<file path="src/rtl/scan_tap_ctrl_if.sv">
// Byte/scan interface between the UART receiver, scan_tap_ctrl and the tap pins.
// The slave modport is the controller view; the master modport is the surrounding logic view.
interface scan_tap_ctrl_if #(
  parameter int NUM_TAPS = 4
);
  logic [7:0]          rx_data;
  logic                rx_valid;
  logic                tms;
  logic                rx_ready;
  logic [NUM_TAPS-1:0] tap_sel;
  logic                tck;
  logic                tdi;
  logic                tdo;
  logic [7:0]          tx_data;
  logic                tx_valid;
  logic                busy;

  modport slave (
    input  rx_data, rx_valid, tms, tdo,
    output rx_ready, tap_sel, tck, tdi, tx_data, tx_valid, busy
  );

  modport master (
    output rx_data, rx_valid, tms, tdo,
    input  rx_ready, tap_sel, tck, tdi, tx_data, tx_valid, busy
  );
endinterface

</file>
<file path="src/rtl/scan_tap_ctrl.sv">
// Byte-level scan sequencer: decodes SYNC/address messages into a one-hot tap
// select and serialises data bytes LSB first onto TCK/TDI. Optional macro SCAN_READBACK_EN.
module scan_tap_ctrl #(
  parameter int          NUM_TAPS = 4,
  parameter int          TCK_DIV  = 2,
  parameter logic [7:0]  SYNC     = 8'hA5,
  parameter logic [7:0]  DESEL    = 8'h5A
) (
  input  logic          i_clk,
  input  logic          i_rst,
  scan_tap_ctrl_if.slave bus
);

  localparam int DIV_W = $clog2(TCK_DIV) + 1;

  typedef enum logic [2:0] {
    S_IDLE    = 3'd0,
    S_ADDR_HI = 3'd1,
    S_ADDR_LO = 3'd2,
    S_SEL     = 3'd3,
    S_SHIFT   = 3'd4
  } state_t;

  state_t              r_state;
  logic [7:0]          r_hi;
  logic [7:0]          r_shreg;
  logic [DIV_W-1:0]    r_div;
  logic [2:0]          r_bit;
  logic                r_start;
  logic [NUM_TAPS-1:0] r_tap_sel;
  logic                r_tck;
  logic                r_tdi;
  logic                r_rx_ready;
  logic [7:0]          r_tx_data;
  logic                r_tx_valid;
  logic                r_busy;
`ifdef SCAN_READBACK_EN
  logic [7:0]          r_cap;
`else
  logic                w_unused_tdo;
  assign w_unused_tdo = bus.tdo;
`endif

  logic                w_accept;
  logic [15:0]         w_addr;
  logic [NUM_TAPS-1:0] w_onehot;
  logic                w_in_range;
  logic                w_div_end;

  assign w_accept   = bus.rx_valid & r_rx_ready;
  assign w_addr     = {r_hi, bus.rx_data};
  assign w_in_range = |w_onehot;
  assign w_div_end  = (r_div == DIV_W'(TCK_DIV - 1));

  // The full 16-bit address is compared, so any non-zero hi byte selects nothing.
  always_comb begin
    w_onehot = '0;
    for (int i = 0; i < NUM_TAPS; i++) begin
      if (w_addr == 16'(i)) begin
        w_onehot[i] = 1'b1;
      end else begin
        w_onehot[i] = 1'b0;
      end
    end
  end

  // Message decoder and bit-serial shifter.
  always_ff @(posedge i_clk or posedge i_rst) begin
    if (i_rst) begin
      r_state    <= S_IDLE;
      r_hi       <= 8'h00;
      r_shreg    <= 8'h00;
      r_div      <= '0;
      r_bit      <= 3'd0;
      r_start    <= 1'b0;
      r_tap_sel  <= '0;
      r_tck      <= 1'b0;
      r_tdi      <= 1'b1;
      r_rx_ready <= 1'b1;
      r_tx_data  <= 8'h00;
      r_tx_valid <= 1'b0;
      r_busy     <= 1'b0;
`ifdef SCAN_READBACK_EN
      r_cap      <= 8'h00;
`endif
    end else begin
      r_tx_valid <= 1'b0;
      case (r_state)
        S_IDLE: begin
          if (w_accept && !bus.tms && (bus.rx_data == SYNC)) begin
            r_state <= S_ADDR_HI;
          end else begin
            r_state <= S_IDLE;
          end
        end
        S_ADDR_HI: begin
          if (w_accept && bus.tms) begin
            r_state <= S_IDLE;
          end else if (w_accept) begin
            r_hi    <= bus.rx_data;
            r_state <= S_ADDR_LO;
          end else begin
            r_state <= S_ADDR_HI;
          end
        end
        S_ADDR_LO: begin
          if (w_accept && bus.tms) begin
            r_state <= S_IDLE;
          end else if (w_accept) begin
            r_tap_sel <= w_onehot;
            r_state   <= w_in_range ? S_SEL : S_IDLE;
          end else begin
            r_state <= S_ADDR_LO;
          end
        end
        S_SEL: begin
          if (w_accept && bus.tms) begin
            r_shreg    <= bus.rx_data;
            r_start    <= 1'b1;
            r_div      <= '0;
            r_bit      <= 3'd0;
            r_tck      <= 1'b0;
            r_rx_ready <= 1'b0;
            r_busy     <= 1'b1;
            r_state    <= S_SHIFT;
          end else if (w_accept && (bus.rx_data == DESEL)) begin
            r_tap_sel <= '0;
            r_state   <= S_IDLE;
          end else if (w_accept && (bus.rx_data == SYNC)) begin
            r_tap_sel <= '0;
            r_state   <= S_ADDR_HI;
          end else begin
            r_state <= S_SEL;
          end
        end
        S_SHIFT: begin
          // The accepting edge only loads; bit 0 starts one cycle later.
          if (r_start) begin
            r_start <= 1'b0;
            r_tdi   <= r_shreg[0];
            r_div   <= '0;
          end else if (!r_tck && w_div_end) begin
            r_tck <= 1'b1;
            r_div <= '0;
`ifdef SCAN_READBACK_EN
            r_cap <= {bus.tdo, r_cap[7:1]};
`endif
          end else if (r_tck && w_div_end) begin
            r_tck <= 1'b0;
            r_div <= '0;
            r_bit <= r_bit + 3'd1;
            if (r_bit == 3'd7) begin
              r_tdi      <= 1'b1;
              r_rx_ready <= 1'b1;
              r_busy     <= 1'b0;
              r_state    <= S_SEL;
`ifdef SCAN_READBACK_EN
              r_tx_data  <= r_cap;
              r_tx_valid <= 1'b1;
`endif
            end else begin
              r_shreg <= {1'b0, r_shreg[7:1]};
              r_tdi   <= r_shreg[1];
            end
          end else begin
            r_div <= r_div + DIV_W'(1);
          end
        end
        default: begin
          r_state    <= S_IDLE;
          r_tap_sel  <= '0;
          r_tck      <= 1'b0;
          r_tdi      <= 1'b1;
          r_rx_ready <= 1'b1;
          r_busy     <= 1'b0;
        end
      endcase
    end
  end

  assign bus.rx_ready = r_rx_ready;
  assign bus.tap_sel  = r_tap_sel;
  assign bus.tck      = r_tck;
  assign bus.tdi      = r_tdi;
  assign bus.tx_data  = r_tx_data;
  assign bus.tx_valid = r_tx_valid;
  assign bus.busy     = r_busy;

endmodule
</file>
<file path="src/flat_wrapper.sv">
// flat-port wrapper written by rule: the top's interface ports become plain ports
module scan_tap_ctrl_flat 
#(
  parameter int          NUM_TAPS = 4,
  parameter int          TCK_DIV  = 2,
  parameter logic [7:0]  SYNC     = 8'hA5,
  parameter logic [7:0]  DESEL    = 8'h5A
)
  (i_clk, i_rst, bus_rx_data, bus_rx_valid, bus_tms, bus_tdo, bus_rx_ready, bus_tap_sel, bus_tck, bus_tdi, bus_tx_data, bus_tx_valid, bus_busy);
  scan_tap_ctrl_if #(.NUM_TAPS(NUM_TAPS)) bus_i ();
  input  logic i_clk;
  input  logic i_rst;
  input wire logic [$bits(bus_i.rx_data)-1:0] bus_rx_data;
  input wire logic [$bits(bus_i.rx_valid)-1:0] bus_rx_valid;
  input wire logic [$bits(bus_i.tms)-1:0] bus_tms;
  input wire logic [$bits(bus_i.tdo)-1:0] bus_tdo;
  output wire logic [$bits(bus_i.rx_ready)-1:0] bus_rx_ready;
  output wire logic [$bits(bus_i.tap_sel)-1:0] bus_tap_sel;
  output wire logic [$bits(bus_i.tck)-1:0] bus_tck;
  output wire logic [$bits(bus_i.tdi)-1:0] bus_tdi;
  output wire logic [$bits(bus_i.tx_data)-1:0] bus_tx_data;
  output wire logic [$bits(bus_i.tx_valid)-1:0] bus_tx_valid;
  output wire logic [$bits(bus_i.busy)-1:0] bus_busy;
  assign bus_i.rx_data = bus_rx_data;
  assign bus_i.rx_valid = bus_rx_valid;
  assign bus_i.tms = bus_tms;
  assign bus_i.tdo = bus_tdo;
  assign bus_rx_ready = bus_i.rx_ready;
  assign bus_tap_sel = bus_i.tap_sel;
  assign bus_tck = bus_i.tck;
  assign bus_tdi = bus_i.tdi;
  assign bus_tx_data = bus_i.tx_data;
  assign bus_tx_valid = bus_i.tx_valid;
  assign bus_busy = bus_i.busy;
  scan_tap_ctrl #(.NUM_TAPS(NUM_TAPS), .TCK_DIV(TCK_DIV), .SYNC(SYNC), .DESEL(DESEL)) u_core (.i_clk(i_clk), .i_rst(i_rst), .bus(bus_i));
endmodule
</file>
<file path="config.mk">
export PLATFORM = sky130hd
export DESIGN_NAME = scan_tap_ctrl_flat
export DESIGN_NICKNAME = d
export VERILOG_FILES = /design/src/rtl/scan_tap_ctrl_if.sv /design/src/rtl/scan_tap_ctrl.sv /design/src/flat_wrapper.sv
export SDC_FILE = /design/constraint.sdc
export NUM_CORES = 1
export LEC_CHECK = 0
export CAP_MARGIN = 40
export CORE_ASPECT_RATIO = 2
export CORE_UTILIZATION = 53
export CTS_CLUSTER_SIZE = 40
export DETAILED_ROUTE_END_ITERATION = 10
export PLACE_DENSITY_LB_ADDON = 0.08
export SLEW_MARGIN = 30
export SYNTH_ARGS = -nofsm -noshare
export SYNTH_HDL_FRONTEND = slang
export SYNTH_SLANG_ARGS = --single-unit
</file>
<file path="constraint.sdc">
create_clock -name i_clk -period 2 [get_ports i_clk]
set_clock_uncertainty 0.15 [all_clocks]
set_input_delay 0.4 -clock i_clk [delete_from_list [all_inputs] [get_ports i_clk]]
set_output_delay 0.4 -clock i_clk [all_outputs]
set_load 0.02 [all_outputs]
</file>
# Yosys cells after proc, flatten, opt, wreduce, memory -nomap -nowiden
# Cells that the tools add are included.
dict set report totals {
  register_bits 33
  latchBits 0
  mem_bits_rw 0
  romBits 0
  in_bits 13
  memories 0
}
dict set report classes {
  n_addsub 2
  multipliers 0
  div 0
  magnitude_cmp 0
  eq_ne 24
  shifts 0
  n_mux 62
  bitwise 5
  reduce_logical 25
}
# op count
set ops {}
lappend ops {{two-way mux 8 bit} 5}
lappend ops {{two-way mux 3 bit} 13}
lappend ops {{== test 16 x 2 -> 1 bit (second input constant)} 2}
lappend ops {{two-way mux 1 bit} 22}
lappend ops {{two-way mux 4 bit} 5}
lappend ops {{== test 16 x 1 -> 1 bit (second input constant)} 1}
lappend ops {{logical NOT 16 bit} 1}
lappend ops {{one-hot mux 8 bit (2 select lines)} 1}
lappend ops {{one-hot mux 3 bit (5 select lines)} 1}
lappend ops {{two-way mux 2 bit} 7}
lappend ops {{one-hot mux 4 bit (3 select lines)} 1}
lappend ops {{AND reduction 6 bit} 2}
lappend ops {{!= test 2 bit (second input constant)} 5}
lappend ops {{AND reduction 5 bit} 2}
lappend ops {{!= test 3 x 1 -> 1 bit (second input constant)} 3}
lappend ops {{one-hot mux 1 bit (3 select lines)} 3}
lappend ops {{== test 8 x 7 -> 1 bit (second input constant)} 1}
lappend ops {{== test 8 bit (second input constant)} 1}
lappend ops {{!= test 2 x 1 -> 1 bit (second input constant)} 4}
lappend ops {{AND reduction 4 bit} 2}
lappend ops {{OR reduction 4 bit} 2}
lappend ops {{logical AND 1 bit} 7}
lappend ops {{== test 3 x 2 -> 1 bit (second input constant)} 2}
lappend ops {{== test 3 bit (second input constant)} 2}
lappend ops {{other kinds (16)} 23}

# Depth between registers and ports, before layout
dict set report depth {
  word_depth 7
  ltp_mapped 6
  depth_no_buf 6
}

# Worst setup path after synthesis
# OpenSTA, ideal clock, no wires.
dict set report synth_path {
  path_kind {register to register}
  startpoint {register u_core.r_rx_ready (netlist: u_core.bus.rx_ready)}
  endpoint {register u_core.r_shreg[0]}
  setup_ns 0.125
  arrival_ns 1.615
  required_time_ns 1.725
  setup_slack_ns 0.110
  stages_incl_launch_ff 6
  period_less_slack_ns 1.890
  cell_sequence {dfstp_2 -> nand3_1 -> nor3_1 -> o22a_1 -> buf_6 -> mux2_4}
}
dict set report synth_between {
  elab_chain_cells 4
}
# element line
set synth_rtl {}
lappend synth_rtl {{start: declaration} scan_tap_ctrl.sv:33} ;# logic r_rx_ready;
lappend synth_rtl {{start signal: assignment} scan_tap_ctrl.sv:79} ;# r_rx_ready <= 1'b1;
lappend synth_rtl {{start signal: assignment} scan_tap_ctrl.sv:123} ;# r_rx_ready <= 1'b0;
lappend synth_rtl {{start signal: assignment} scan_tap_ctrl.sv:154} ;# r_rx_ready <= 1'b1;
lappend synth_rtl {{bitwise AND 1 bit} scan_tap_ctrl.sv:50} ;# assign w_accept = bus.rx_valid & r_rx_ready;
lappend synth_rtl {{logical AND 1 bit} scan_tap_ctrl.sv:117} ;# if (w_accept && bus.tms) begin
lappend synth_rtl {{!= test 2 x 1 -> 1 bit (no line)} -}
lappend synth_rtl {{AND reduction 6 bit (no line)} -}
lappend synth_rtl {{end signal: assignment} scan_tap_ctrl.sv:118} ;# r_shreg <= bus.rx_data;
lappend synth_rtl {{end signal: assignment} scan_tap_ctrl.sv:162} ;# r_shreg <= {1'b0, r_shreg[7:1]};
lappend synth_rtl {{end: declaration} scan_tap_ctrl.sv:26} ;# logic [7:0] r_shreg;
# Every way passes these cells.
# A chain may end at the register's enable or synchronous reset.

# Worst setup path in the final report
dict set report layout_path {
  startpoint {input port bus_rx_data[2]}
  endpoint {register u_core.r_tap_sel[1] (netlist: u_core.bus.tap_sel[1])}
}
dict set report layout_between {
  elab_chain_cells 5
}
# element line
set layout_rtl {}
lappend layout_rtl {{start: declaration} flat_wrapper.sv:13} ;# input wire logic [$bits(bus_i.rx_data)-1:0] bus_rx_data;
lappend layout_rtl {{== test 16 x 1 -> 1 bit or == test 8 x 7 -> 1 bit (tied branches)} {scan_tap_ctrl.sv:59, scan_tap_ctrl.sv:126}}
lappend layout_rtl {{two-way mux 1 bit or logical AND 1 bit (tied branches)} {scan_tap_ctrl.sv:59, scan_tap_ctrl.sv:126}}
lappend layout_rtl {{two-way mux 4 bit (on tied branches)} {scan_tap_ctrl.sv:109, scan_tap_ctrl.sv:126}}
lappend layout_rtl {{two-way mux 4 bit (on tied branches)} {scan_tap_ctrl.sv:107, scan_tap_ctrl.sv:117}}
lappend layout_rtl {{one-hot mux 4 bit (3 select lines)} scan_tap_ctrl.sv:88} ;# case (r_state)
lappend layout_rtl {{end signal: assignment} scan_tap_ctrl.sv:110} ;# r_tap_sel <= w_onehot;
lappend layout_rtl {{end: declaration} scan_tap_ctrl.sv:30} ;# logic [NUM_TAPS-1:0] r_tap_sel;
# Several ways; a longest one is shown, not always the timed one. The select of a mux whose other input is x is not followed.

==> implementation parameters <==
Parameter                              Value

Worst setup path
  Largest fanout on the critical path ... 4
  Worst reg2reg path depth ... 5
  Crit path from ... bus_rx_data[2]
  CP max-delay cell ... sky130_fd_sc_hd__clkdlybuf4s50_1
  Critical Path, Cell by Cell ... clkdlybuf4s50_1 > and4b_1 > a211oi_2 > a22oi_2 > mux2_2
  Internal reg-to-reg setup slack ... 130 ps
  Endpoint of the most critical register-to-register path ... u_core.r_shreg[3]
  Arrival time worst endpoint ... 1980 ps
  CP peak stage delay ... 470 ps
  Required time at the worst-slack endpoint ... 2020 ps
  Critical Path Start Type ... primary input
  End point of the critical path ... u_core.bus.tap_sel[1]
  Startpoint of the worst register-to-register path ... u_core.r_state[2]
  Critical Setup Path Class ... in -> reg
  Worst setup EP type ... register

Timing
  Final count of pins violating max slew ... 0
  Share of the clock period used by the worst path after layout ... 98.1%
  Fmax achieved ... 0.510 GHz
  Shortest clock period the worst path allows after layout ... 1960 ps
  RSZ-0062 raised after global routing ... false
  Final number of hold-violating endpoints ... 0
  Count of endpoints failing setup in the final report ... 0
  Worst path setup slack after routing ... 38.8 ps

Global routing
  Number of antenna violations at the first check in global routing ... 0
  Number of global-route vias before repair ... 1636
  Overflow left after global routing ... 0
  First-pass GRT wire length ... 7280 um
  All-Layer GR Usage ... 26.4%
  Largest net degree at the start of global routing ... 34

Floorplanning
  I/O Pins ... 30
  Number of placement rows ... 29
  Effective utilization at floorplan ... 56.5%
  Width of the chip ... 43.5 um
  Placeable core region ... 0.00323 sq mm
  Chip height ... 85.0 um
  Die Footprint ... 0.00369 sq mm

Power
  Power share of the clock group ... 41.3%
  Peak supply drop ... 0.569 mV
  Total design power ... 1.34 mW
  Sw Ratio ... 22.7%
  Comb pwr share ... 8.4%
  Internal power ... 1.03 mW
  Switch Pwr ... 304 uW
  Proportion of power drawn by flip-flops and latches ... 50.3%
  Static Leak ... 1.19 nW
  Power density normalized to cell area ... 566 mW/mm^2

Run status
  Violations in the final reports ... design-rule violations
  Status ... complete, but fails checks

Flow run
  # Max-Cap Violations ... 0

Placed design
  Number of input and output port buffers inserted ... 19
  Area after DPL ... 0.00223 sq mm
  DP Wirelength ... 3130 um
  Inst Count DP ... 252
  Setup WS pre-CTS ... -324 ps
  Routability congestion estimate from global placement ... 0.815

Final layout
  Number of diodes added for antenna fixing ... 0
  Commonest non-fill, non-tap cells in the layout ... sky130_fd_sc_hd__nand2_1 (32), sky130_fd_sc_hd__dfrtp_1 (31), sky130_fd_sc_hd__buf_4 (29)
  Most common library cell in the layout ignoring fill and taps ... sky130_fd_sc_hd__nand2_1
  Ratio of cells with drive above 1 in the final layout ... 31.9%
  Final Non-Filler Cells ... 260
  Nets ... 243
  Final Instance Area ... 0.00236 sq mm
  Post-synthesis to final-layout area growth ... 29.4%
  Count of filler cells inserted in the layout ... 253

Logic synthesis
  Largest cells by area after synthesis ... sky130_fd_sc_hd__dfrtp_1 (43%), sky130_fd_sc_hd__nand2_1 (6.6%), sky130_fd_sc_hd__mux2_2 (6.2%)
  Top FF cell, synth ... sky130_fd_sc_hd__dfrtp_1
  Largest area contributor in the synthesized netlist ... sky130_fd_sc_hd__dfrtp_1
  Post-Syn Instances ... 178
  Post-Syn Area per Cell ... 10.2 sq um
  Number of synthesized flops with an enable pin ... 0
  Yosys warns ... 8
  Area share of the largest cell type after synthesis ... 42.5%
  Count of state elements after synthesis ... 33
  Register area share after synthesis ... 45.4%
  Combined area of all synthesized cells ... 0.00182 sq mm
  Synth cell types ... 47
  Share of flip-flops with an asynchronous set or reset ... 100%

Clocking
  H-Tree Depth ... 2
  Clock tree from TritonCTS ... built
  Register clock-pin slew on the reported worst setup and hold paths ... 70 ps
  Number of buffers added by the clock tree synthesis step ... 5
  Number of clock sinks ... 33
  Number of setup buffers added after CTS ... 0
  Clock Tree Buf Depth ... 2
  Insertion delay to the later sink of the worst-skew pair ... 290 ps
  Root cell of the clock tree ... sky130_fd_sc_hd__clkbuf_8

Route
  Routed vias ... 1479
  Total wire length ... 4220 um
  Detailed-route wire length per cell ... 16.2 um
  Detail Route Antenna Nets ... 0
  DRC errors left ... 8
  Count of routing violations after the opening detailed-route iteration ... 30
  First-pass detailed-route iteration total ... 7
  Number of vias per cell ... 5.69

Worst hold path
  Kind of path behind the tightest hold check ... in -> async
==> flip-flops by register name (all words and copies together), names as in the netlist <==
name                 flops
u_core.bus.busy          1
u_core.bus.rx_ready      1
u_core.bus.tap_sel       4
u_core.bus.tck           1
u_core.bus.tdi           1
u_core.r_bit             3
u_core.r_div             2
u_core.r_hi              8
u_core.r_shreg           8
u_core.r_start           1
u_core.r_state           3
==> what timing repair did <==
| item | 4_1_cts | 5_1_grt |
|---|---|---|
| pin swaps | 2 | 5 |
| hold buffers | 0 | 0 |
| gates resized for setup | 2 | 9 |
| endpoints found under the setup margin | 4 | 13 |
==> layer usage <==
metal | track usage (%) | routed length (um) | up-vias
met3 | 4.68 | 143 | 14
met4 | 14.5 | 138 | 0
li1 | - | - | 706
met5 | 0 | 0 | -
met2 | 48.5 | 2370 | 31
met1 | 26.4 | 1560 | 728
==> layout make-up <==
class | instances | area (sq um) | share of cell area [%]
Clock buffer | 7 | 96.3 | 4.08
Sequential cell | 33 | 828 | 35.1
Timing Repair Buffer | 50 | 454 | 19.2
Clock inverter | 1 | 5.00 | 0.212
Tap cell | 31 | 38.8 | 1.64
Inverter | 7 | 26.3 | 1.11
Multi-Input combinational cell | 131 | 911 | 38.6
==> stage by stage <==
step                      setup TNS (ps)  util, %  hold WS [ps]
final                                  0     73.1           344
after CTS                              0     72.2           354
after global routing                   0     73.1           373
after detailed placement           -4060     69.0           345
after floorplan                        0        -           315
after global placement             -3750     69.0           338
==> cells by family (layout without fill, tap and decap cells) <==
logic type	Yosys count	in the layout	synth area share (%)
buf+inv	22	65	7.54
simple gates	71	71	21.3
compound gates	29	29	10.6
flops	33	33	45.4
mux	20	20	13.6
fa+ha+maj	2	2	1.37
other cells	1	9	0.206
==> critical path, delay by kind of cell <==
| family | cells | cell delay, ps |
|---|---|---|
| compound gates | 2 | 380 |
| mux | 1 | 370 |
| simple gates | 1 | 350 |
| buf+inv | 1 | 470 |
==> synthesized netlist by cell type, types with 2 or more instances <==
library cell               number
sky130_fd_sc_hd__a21oi_1        7
sky130_fd_sc_hd__a31o_2         2
sky130_fd_sc_hd__and3_1         5
sky130_fd_sc_hd__and4_1         2
sky130_fd_sc_hd__buf_2          2
sky130_fd_sc_hd__buf_4         10
sky130_fd_sc_hd__buf_6          2
sky130_fd_sc_hd__dfrtp_1       31
sky130_fd_sc_hd__dfstp_2        2
sky130_fd_sc_hd__ha_1           2
sky130_fd_sc_hd__inv_1          7
sky130_fd_sc_hd__mux2_2        10
sky130_fd_sc_hd__mux2_4         7
sky130_fd_sc_hd__mux2i_1        3
sky130_fd_sc_hd__nand2_1       32
sky130_fd_sc_hd__nand2b_1       2
sky130_fd_sc_hd__nand3_1        5
sky130_fd_sc_hd__nor2_1         7
sky130_fd_sc_hd__nor3_1         3
sky130_fd_sc_hd__nor4_1         2
sky130_fd_sc_hd__o21ai_0        9
==> worst min-delay path by stage <==
stage / start / to / slack (ps) / cells after the start
floorplan: u_core.r_bit[0] / u_core.r_bit[0] / 310 / 1
global placement: u_core.r_hi[0] / u_core.r_hi[0] / 340 / 1
detailed placement: u_core.r_shreg[0] / u_core.r_shreg[0] / 340 / 1
CTS: i_rst / u_core.r_hi[7] / 350 / 3
global route: u_core.r_bit[0] / u_core.r_bit[0] / 370 / 1
finish: i_rst / u_core.r_hi[7] / 340 / 3
==> power groups by stage <==
stage               Sequential, mW  Clock (mW)  Combinational (mW)
floorplan                    0.684           0              0.0583
global placement             0.684           0               0.107
detailed placement           0.684           0               0.110
CTS                          0.672       0.565               0.111
global route                 0.672       0.584               0.122
finish                       0.672       0.551               0.112
(Power assumes the default switching activity.)
